<file path="src/rtl/rv32_bus_arbiter.sv">
// Shares one memory bus between fetch and data ports; data wins unless RV32_BUS_ARB_STARVATION_GUARD_EN forces fetch.
// Latency: grant registered, first bus strobe 1 cycle after request; *_ready_out combinational from ready_in.
// Backpressure: owner holds the bus until ready_in; an IDLE cycle always separates consecutive grants.
module rv32_bus_arbiter #(
    parameter int MAX_WAIT = 4
) (
    input  logic        clk,
    input  logic        reset_,

    input  logic        instr_read_in,
    input  logic [31:0] instr_address_in,
    output logic        instr_ready_out,
    output logic [31:0] instr_read_value_out,

    input  logic        data_read_in,
    input  logic        data_write_in,
    input  logic [31:0] data_address_in,
    input  logic [3:0]  data_write_mask_in,
    input  logic [31:0] data_write_value_in,
    output logic        data_ready_out,
    output logic [31:0] data_read_value_out,

    output logic [31:0] address_out,
    output logic        read_out,
    output logic        write_out,
    output logic [3:0]  write_mask_out,
    output logic [31:0] write_value_out,
    input  logic [31:0] read_value_in,
    input  logic        ready_in
);

    typedef enum logic [1:0] {
        IDLE  = 2'd0,
        INSTR = 2'd1,
        DATA  = 2'd2
    } state_t;

    state_t state_q;
    state_t state_d;

    logic data_req;
    logic starved;

    assign data_req = data_read_in | data_write_in;

    // A zero wait bound would let fetch pre-empt data on every IDLE cycle.
    if (MAX_WAIT < 1) begin : g_max_wait_invalid
    end

`ifdef RV32_BUS_ARB_STARVATION_GUARD_EN
    localparam int CW = $clog2(MAX_WAIT + 1);

    logic [CW-1:0] wait_cnt_q;

    assign starved = (wait_cnt_q == CW'(MAX_WAIT));

    always_ff @(posedge clk or negedge reset_) begin
        if (!reset_) begin
            wait_cnt_q <= '0;
        end else if (state_q == IDLE && state_d == INSTR) begin
            wait_cnt_q <= '0;
        end else if (instr_read_in && state_q != INSTR && !starved) begin
            wait_cnt_q <= wait_cnt_q + 1'b1;
        end
    end
`else
    assign starved = 1'b0;
`endif

    always_ff @(posedge clk or negedge reset_) begin
        if (!reset_) begin
            state_q <= IDLE;
        end else begin
            state_q <= state_d;
        end
    end

    always_comb begin
        state_d = state_q;
        case (state_q)
            IDLE: begin
                if (data_req && !(instr_read_in && starved)) begin
                    state_d = DATA;
                end else if (instr_read_in) begin
                    state_d = INSTR;
                end
            end
            INSTR, DATA: begin
                // Completion ends the grant even if the owner has illegally dropped its request.
                if (ready_in) begin
                    state_d = IDLE;
                end
            end
            default: state_d = IDLE;
        endcase
    end

    always_comb begin
        address_out     = 32'h0;
        read_out        = 1'b0;
        write_out       = 1'b0;
        write_mask_out  = 4'h0;
        write_value_out = 32'h0;
        instr_ready_out = 1'b0;
        data_ready_out  = 1'b0;
        case (state_q)
            INSTR: begin
                address_out     = instr_address_in;
                read_out        = instr_read_in;
                instr_ready_out = ready_in;
            end
            DATA: begin
                address_out     = data_address_in;
                write_out       = data_write_in;
                // A simultaneous read+write is treated as a store.
                read_out        = data_read_in & ~data_write_in;
                write_mask_out  = data_write_mask_in;
                write_value_out = data_write_value_in;
                data_ready_out  = ready_in;
            end
            default: ;
        endcase
    end

    assign instr_read_value_out = read_value_in;
    assign data_read_value_out  = read_value_in;

endmodule

</file>
<file path="config.mk">
export PLATFORM = sky130hd
export DESIGN_NAME = rv32_bus_arbiter
export DESIGN_NICKNAME = d
export VERILOG_FILES = /design/src/rtl/rv32_bus_arbiter.sv
export SDC_FILE = /design/constraint.sdc
export NUM_CORES = 1
export LEC_CHECK = 0
export BUFFER_PORTS_ARGS = -buffer_cell sky130_fd_sc_hd__buf_2
export CORE_AREA = 3 3 106 108
export CTS_CLUSTER_SIZE = 40
export DETAILED_ROUTE_END_ITERATION = 8
export DIE_AREA = 0 0 109 111
export HOLD_SLACK_MARGIN = 0.05
export PLACE_DENSITY_LB_ADDON = 0.12
export SLEW_MARGIN = 10
export SYNTH_ARGS = -nofsm -noshare
export SYNTH_HDL_FRONTEND = slang
export SYNTH_SLANG_ARGS = --single-unit
export TNS_END_PERCENT = 5
</file>
<file path="constraint.sdc">
create_clock -name clk -period 1.1 [get_ports clk]
set_input_delay 0.11 -clock clk [delete_from_list [all_inputs] [get_ports clk]]
set_output_delay 0.11 -clock clk [all_outputs]
set_load 0.005 [all_outputs]
</file>
==> flow_metrics.py, run 1 <==
metrics = {
    "sta": {
        "maxSlewViolCount": 0,
        "maxSlewHeadroom_pct": 84.6,
        "tightest_slew_ns": 0.232,
        "setup_slack_ns": -0.475,
        "finalCritPeriodShare_pct": 143,
        "finClkSkew_ns": 0.00173,
        "finalSetupViolations": 74,
        "timing.fmax_mhz": 635,
        "hold_violations": 0,
        "fin_crit_ns": 1.57,
        "rsz0062_at_grt": "yes",
    },
    "worst_hold_path": {
        "hold_depth": 3,
        "hold_class": "in -> reg",
        "min_to": "state_q[0]$_DFFE_PN0P_",
        "hp-start": "instr_read_in",
    },
    "clock_network": {
        "insertion_delay_ns": 0.21,
        "path_clk_slew_ns": 0.03,
        "numCtsBuffers": 3,
        "htree_levels": 1,
        "clock-root-buffer": "clkbuf_8",
        "numClockSinks": 2,
        "cts_tree": "yes",
        "clock_path_buffers": 2,
    },
    "pwr": {
        "combPwrFrac_pct": 91.9,
        "cellPowerDensity_mw_per_mm2": 2360,
        "switching_share_pct": 41.5,
        "vdd_drop_max_v": 0.000486,
        "seq_power_share_pct": 2.7,
        "intPower_uw": 3120,
        "total_power_uw": 5330,
        "power.switching_uw": 2210,
        "leakagePower_uw": 0.00124,
        "p_clk_share_pct": 5.3,
    },
    "floorplan": {
        "dieArea_sq_mm": 0.0121,
        "coreArea_sq_mm": 0.0103,
        "rows": 37,
        "initial_core_util_pct": 14.0,
        "die_x_microns": 109,
        "io_pins": 274,
        "die_h_microns": 111,
    },
    "logic_synthesis": {
        "yosysSeqAreaShare_pct": 3.47,
        "ys_warn_count": 0,
        "syn-cell-area_sq_mm": 0.00144,
        "syn-num-nets": 343,
        "synth_largest_area_cell": "buf_4",
        "synthCells": 202,
        "ys_seq_elements": 2,
        "synth_cell_types": 19,
        "yosys-top-cells-area": "buf_4 (35%), and2_1 (17%), a22oi_1 (17%)",
        "synth_top_area_share_pct": 34.9,
        "syn_avg_cell_area_sq_um": 7.14,
    },
    "worst_setup_path": {
        "cp-start-kind": "register",
        "r2r_end": "state_q[0]$_DFFE_PN0P_",
        "r2r_cells": 6,
        "worst-path-max-fanout": 18,
        "crit_path_end_kind": "output pin",
        "cp.required_ns": 0.99,
        "cp.arrival_ns": 1.46,
        "ff2ff_setup_slack_ns": -0.32,
        "rr_startpoint": "state_q[1]$_DFFE_PN0P_",
        "path_class": "reg -> out",
    },
    "global_route": {
        "overflow": 0,
        "grt_most_used_layer": "met2",
        "grt_pass1_vias": 1743,
        "met3_usage_pct": 1.75,
        "grt_pass1_wl_microns": 8520,
        "antenna_found_initial": 0,
        "grtUsageTotal_pct": 8.81,
        "grt_max_degree": 30,
        "use_met1_pct": 9.12,
        "grtUsageMet2_pct": 16.7,
    },
    "final_layout": {
        "area_delta_synth_final_pct": 56.9,
        "reg.largest.list": "state_q (2)",
        "drive_gt1_share_pct": 66.8,
        "nets": 465,
        "largest_reg_flops": 2,
        "nFillCells": 1164,
        "top_register": "state_q",
        "num_antenna_cells": 0,
        "seqCellArea_sq_um": 50.0,
        "multiInputGateArea_sq_um": 870,
        "fin_area_sq_mm": 0.00226,
    },
    "detailed_routing": {
        "wl_per_cell_microns": 12.7,
        "dr.first_iter.drc_count": 66,
        "routed_wl_microns": 5820,
        "post_drt_via_cell_ratio": 3.81,
        "drt-pass1-iter-count": 4,
        "final_antenna_net_count": 0,
        "vias": 1743,
        "drc": 0,
    },
    "run_status": {
        "violations": "setup timing",
        "status": "complete, but fails checks",
    },
    "place": {
        "port_buffers": 177,
        "placed_cell_area_sq_mm": 0.00202,
        "dp_hpwl_microns": 4780,
        "gp_congestion": 0.661,
    },
    "job": {
        "max-cap-violations": 0,
    },
}
==> through the flow <==
stage | hold WS (ns) | setup TNS (ns) | utilization (%) | instances | setup WS, ns
2_1_floorplan | -0.186 | -4.11 | - | 202 | -0.0893
4_1_cts | 0.200 | -27.91 | 21.2 | 455 | -0.475
5_1_grt | 0.220 | -35.24 | 21.9 | 458 | -0.562
3_5_place_dp | -0.0931 | -19.50 | 19.5 | 447 | -0.378
6_report | 0.199 | -27.64 | 21.9 | 458 | -0.475
3_3_place_gp | -0.0950 | -20.62 | 19.5 | 447 | -0.373
==> worst max-delay path, cell delays in order (launching register included) <==
cell     delay [ns]
dfrtp_1        0.37
buf_4          0.15
ha_4           0.17
buf_12         0.15
a22oi_1        0.21
nor2b_2        0.07
buf_2          0.13
==> logic make-up (layout without fill, tap and decap cells) <==
family	Yosys count	after routing	synth area share [%]
buf+inv	82	202	41.7
simple gates	77	77	33.4
compound gates	38	38	18.8
flops	2	2	3.47
fa+ha+maj	3	3	2.60
==> cell usage after synthesis, drive strengths merged <==
library cell,instances
inv,3
nand2,2
nor2b,33
ha,3
o21ai,2
a22oi,32
a21oi,3
o22ai,1
nor2,1
dfrtp,2
clkbuf,6
and2,40
buf,73
nand2b,1
==> power by group through the flow <==
stage / registers, uW / clock network, uW / logic [uW]
finish: 146 / 284 / 4900
global route: 153 / 307 / 5470
floorplan: 128 / 0 / 2580
CTS: 143 / 291 / 4730
global placement: 135 / 0 / 4150
detailed placement: 136 / 0 / 4090
==> routing by layer <==
| metal | share of wire (%) | wire (microns) |
|---|---|---|
| met2 | 52 | 3030 |
| met4 | 2.4 | 140 |
| met1 | 33 | 1920 |
| met5 | 0 | 0 |
| met3 | 13 | 729 |
==> layout make-up <==
class | count | area share, %
Inverter | 3 | 0.498
Sequential cell | 2 | 2.21
Tap cell | 136 | 7.52
Multi-Input combinational cell | 118 | 38.4
Timing Repair Buffer | 196 | 49.5
Clock buffer | 3 | 1.82
==> worst max path at each step <==
stage	from	endpoint	slack [ns]
6_report	state_q[0]$_DFFE_PN0P_	address_out[13]	-0.47
5_1_grt	state_q[1]$_DFFE_PN0P_	address_out[13]	-0.56
4_1_cts	state_q[0]$_DFFE_PN0P_	address_out[13]	-0.48
3_5_place_dp	state_q[0]$_DFFE_PN0P_	address_out[13]	-0.38
3_3_place_gp	state_q[0]$_DFFE_PN0P_	read_out	-0.37
2_1_floorplan	state_q[0]$_DFFE_PN0P_	state_q[0]$_DFFE_PN0P_	-0.09
==> cells in the final DEF (no fill, tap or decap) <==
master,synthesis,routed
buf_2,1,176
buf_6,4,4
buf_12,0,3
inv_1,3,1
a21oi_1,3,3
and2_4,0,3
nand2_2,0,1
dfrtp_1,2,2
a22oi_2,0,3
nor2b_4,1,2
buf_8,1,2
dlygate4sd3_1,0,1
o22ai_1,1,1
buf_16,0,1
clkbuf_8,0,3
ha_4,0,3
nor2_1,1,1
a22oi_1,32,29
o21ai_0,1,1
buf_4,67,9
inv_2,0,2
and2_1,40,37
nand2b_1,1,1
o21ai_2,0,1
nand2_1,2,1
nor2b_1,32,29
nor2b_2,0,2
==> repair_timing <==
item | in CTS | in global routing
hold buffers | 1 | 0
gates cloned | 1 | 0
buffers inserted | 4 | 3
pin swaps | 3 | 3
gates resized for setup | 15 | 14
hold endpoints to repair | 2 | 0
setup endpoints to repair | 74 | 74
Power figures use the tool's default switching activity.
==> run 2: changes to the inputs <==
--- a/config.mk
+++ b/config.mk
@@ -12,6 +12,7 @@
 export DIE_AREA = 0 0 109 111
 export HOLD_SLACK_MARGIN = 0.05
 export PLACE_DENSITY_LB_ADDON = 0.12
+export SKIP_CTS_REPAIR_TIMING = 1
 export SLEW_MARGIN = 10
 export SYNTH_ARGS = -nofsm -noshare
 export SYNTH_HDL_FRONTEND = slang
==> flow_metrics.py, run 2 (synthesized netlist as in run 1, its figures left out) <==
metrics = {
    "run_status": {
        "status": "complete, but fails checks",
        "violations": "setup timing",
    },
    "final_layout": {
        "final_cell_mix": "buf_2 (176), and2_1 (36), nor2b_1 (29)",
        "final_common_cell": "buf_2",
        "nFillCells": 1168,
        "num_antenna_cells": 0,
        "fin_util_pct": 21.9,
        "fin_area_sq_mm": 0.00226,
        "nets": 463,
        "area_delta_synth_final_pct": 56.5,
        "largest_reg_flops": 2,
        "drive_gt1_share_pct": 67.2,
        "reg.largest.list": "state_q (2)",
        "final_cells": 456,
        "top_register": "state_q",
    },
    "floorplan": {
        "die_x_microns": 109,
        "die_h_microns": 111,
        "rows": 37,
        "io_pins": 274,
        "initial_core_util_pct": 14.0,
        "dieArea_sq_mm": 0.0121,
        "coreArea_sq_mm": 0.0103,
    },
    "place": {
        "dpl.cell_count": 447,
        "dp_hpwl_microns": 4780,
        "gp_congestion": 0.661,
        "placed_cell_area_sq_mm": 0.00202,
        "port_buffers": 177,
    },
    "clock_network": {
        "clock-root-buffer": "clkbuf_8",
        "insertion_delay_ns": 0.21,
        "path_clk_slew_ns": 0.03,
        "cts_tree": "yes",
        "clock_path_buffers": 2,
        "numCtsBuffers": 3,
        "htree_levels": 1,
        "numClockSinks": 2,
    },
    "detailed_routing": {
        "routed_wl_microns": 5830,
        "dr.first_iter.drc_count": 88,
        "final_antenna_net_count": 0,
        "post_drt_via_cell_ratio": 3.78,
        "drc": 0,
        "wl_per_cell_microns": 12.8,
        "vias": 1722,
        "drt-pass1-iter-count": 4,
    },
    "global_route": {
        "overflow": 0,
        "grt_pass1_wl_microns": 8050,
        "grtUsageTotal_pct": 8.26,
        "grt_pass1_vias": 1685,
        "antenna_found_initial": 0,
        "grt_max_degree": 30,
    },
    "pwr": {
        "vdd_drop_max_v": 0.000491,
        "leakagePower_uw": 0.00123,
        "total_power_uw": 5270,
        "cellPowerDensity_mw_per_mm2": 2340,
    },
    "sta": {
        "finalCritPeriodShare_pct": 143,
        "fin_setup_tns_ns": -26.89,
        "timing.fmax_mhz": 638,
        "finalSetupViolations": 74,
        "rsz0062_at_grt": "yes",
        "maxSlewViolCount": 0,
        "setup_slack_ns": -0.468,
        "fin_crit_ns": 1.57,
        "finClkSkew_ns": 0.00173,
        "maxSlewHeadroom_pct": 86.6,
        "tightest_slew_ns": 0.202,
        "hold_violations": 0,
    },
    "worst_setup_path": {
        "path_class": "reg -> out",
        "crit_start": "state_q[0]$_DFFE_PN0P_",
        "r2r_cells": 6,
        "cp.required_ns": 0.99,
        "rr_startpoint": "state_q[1]$_DFFE_PN0P_",
        "r2r_end": "state_q[0]$_DFFE_PN0P_",
        "crit_path_end_kind": "output pin",
        "ff2ff_setup_slack_ns": -0.29,
        "cp.arrival_ns": 1.46,
        "worst-path-max-fanout": 18,
        "cp-start-kind": "register",
    },
    "job": {
        "max-cap-violations": 0,
    },
    "worst_hold_path": {
        "min_to": "state_q[0]$_DFFE_PN0P_",
        "hold_class": "in -> reg",
        "hold_depth": 3,
        "hp-start": "instr_read_in",
    },
}
-- run 2: critical path, cell delays in order (launching register included) --
cell,delay (ns)
dfrtp_1,0.37
buf_4,0.15
ha_4,0.17
buf_12,0.15
a22oi_1,0.20
nor2b_1,0.07
buf_2,0.13
-- run 2: cell type report --
class                      instances  area (sq um)  area share (%)
multi-input combinational        118           880            39.0
sequential                         2          50.0            2.22
clock buffer                       3          41.3            1.83
tap                              136           170            7.54
timing repair buffer             194          1100            48.9
inverter                           3          11.3           0.499
-- run 2: worst max path at each step --
stage	end	slack [ns]	cells after the start
4_1_cts	address_out[13]	-0.60	5
5_1_grt	address_out[0]	-0.56	5
3_3_place_gp	read_out	-0.37	5
3_5_place_dp	address_out[13]	-0.38	5
2_1_floorplan	state_q[0]$_DFFE_PN0P_	-0.09	5
6_report	address_out[2]	-0.47	6
-- run 2: through the flow --
step / worst slack (ns) / hold slack, ns
6_report: -0.468 / 0.193
5_1_grt: -0.558 / 0.220
4_1_cts: -0.602 / -0.313
3_5_place_dp: -0.378 / -0.0931
3_3_place_gp: -0.373 / -0.0950
2_1_floorplan: -0.0893 / -0.186
-- run 2: metal layers --
layer  GRT usage [%]  vias up  share of wire, %
met5               0        -                 0
li1                -      835                 -
met2            15.6      129                51
met4            3.62        0               2.4
met1            8.45      735                34
met3            1.75       23                12
-- run 2: power breakdown --
part | leakage (uW) | switching [uW] | internal, uW | total [uW]
combinational | 0.00119 | 2120 | 2720 | 4850
clock | 0.0000216 | 53.2 | 231 | 284
sequential | 0.0000254 | 34.4 | 110 | 145
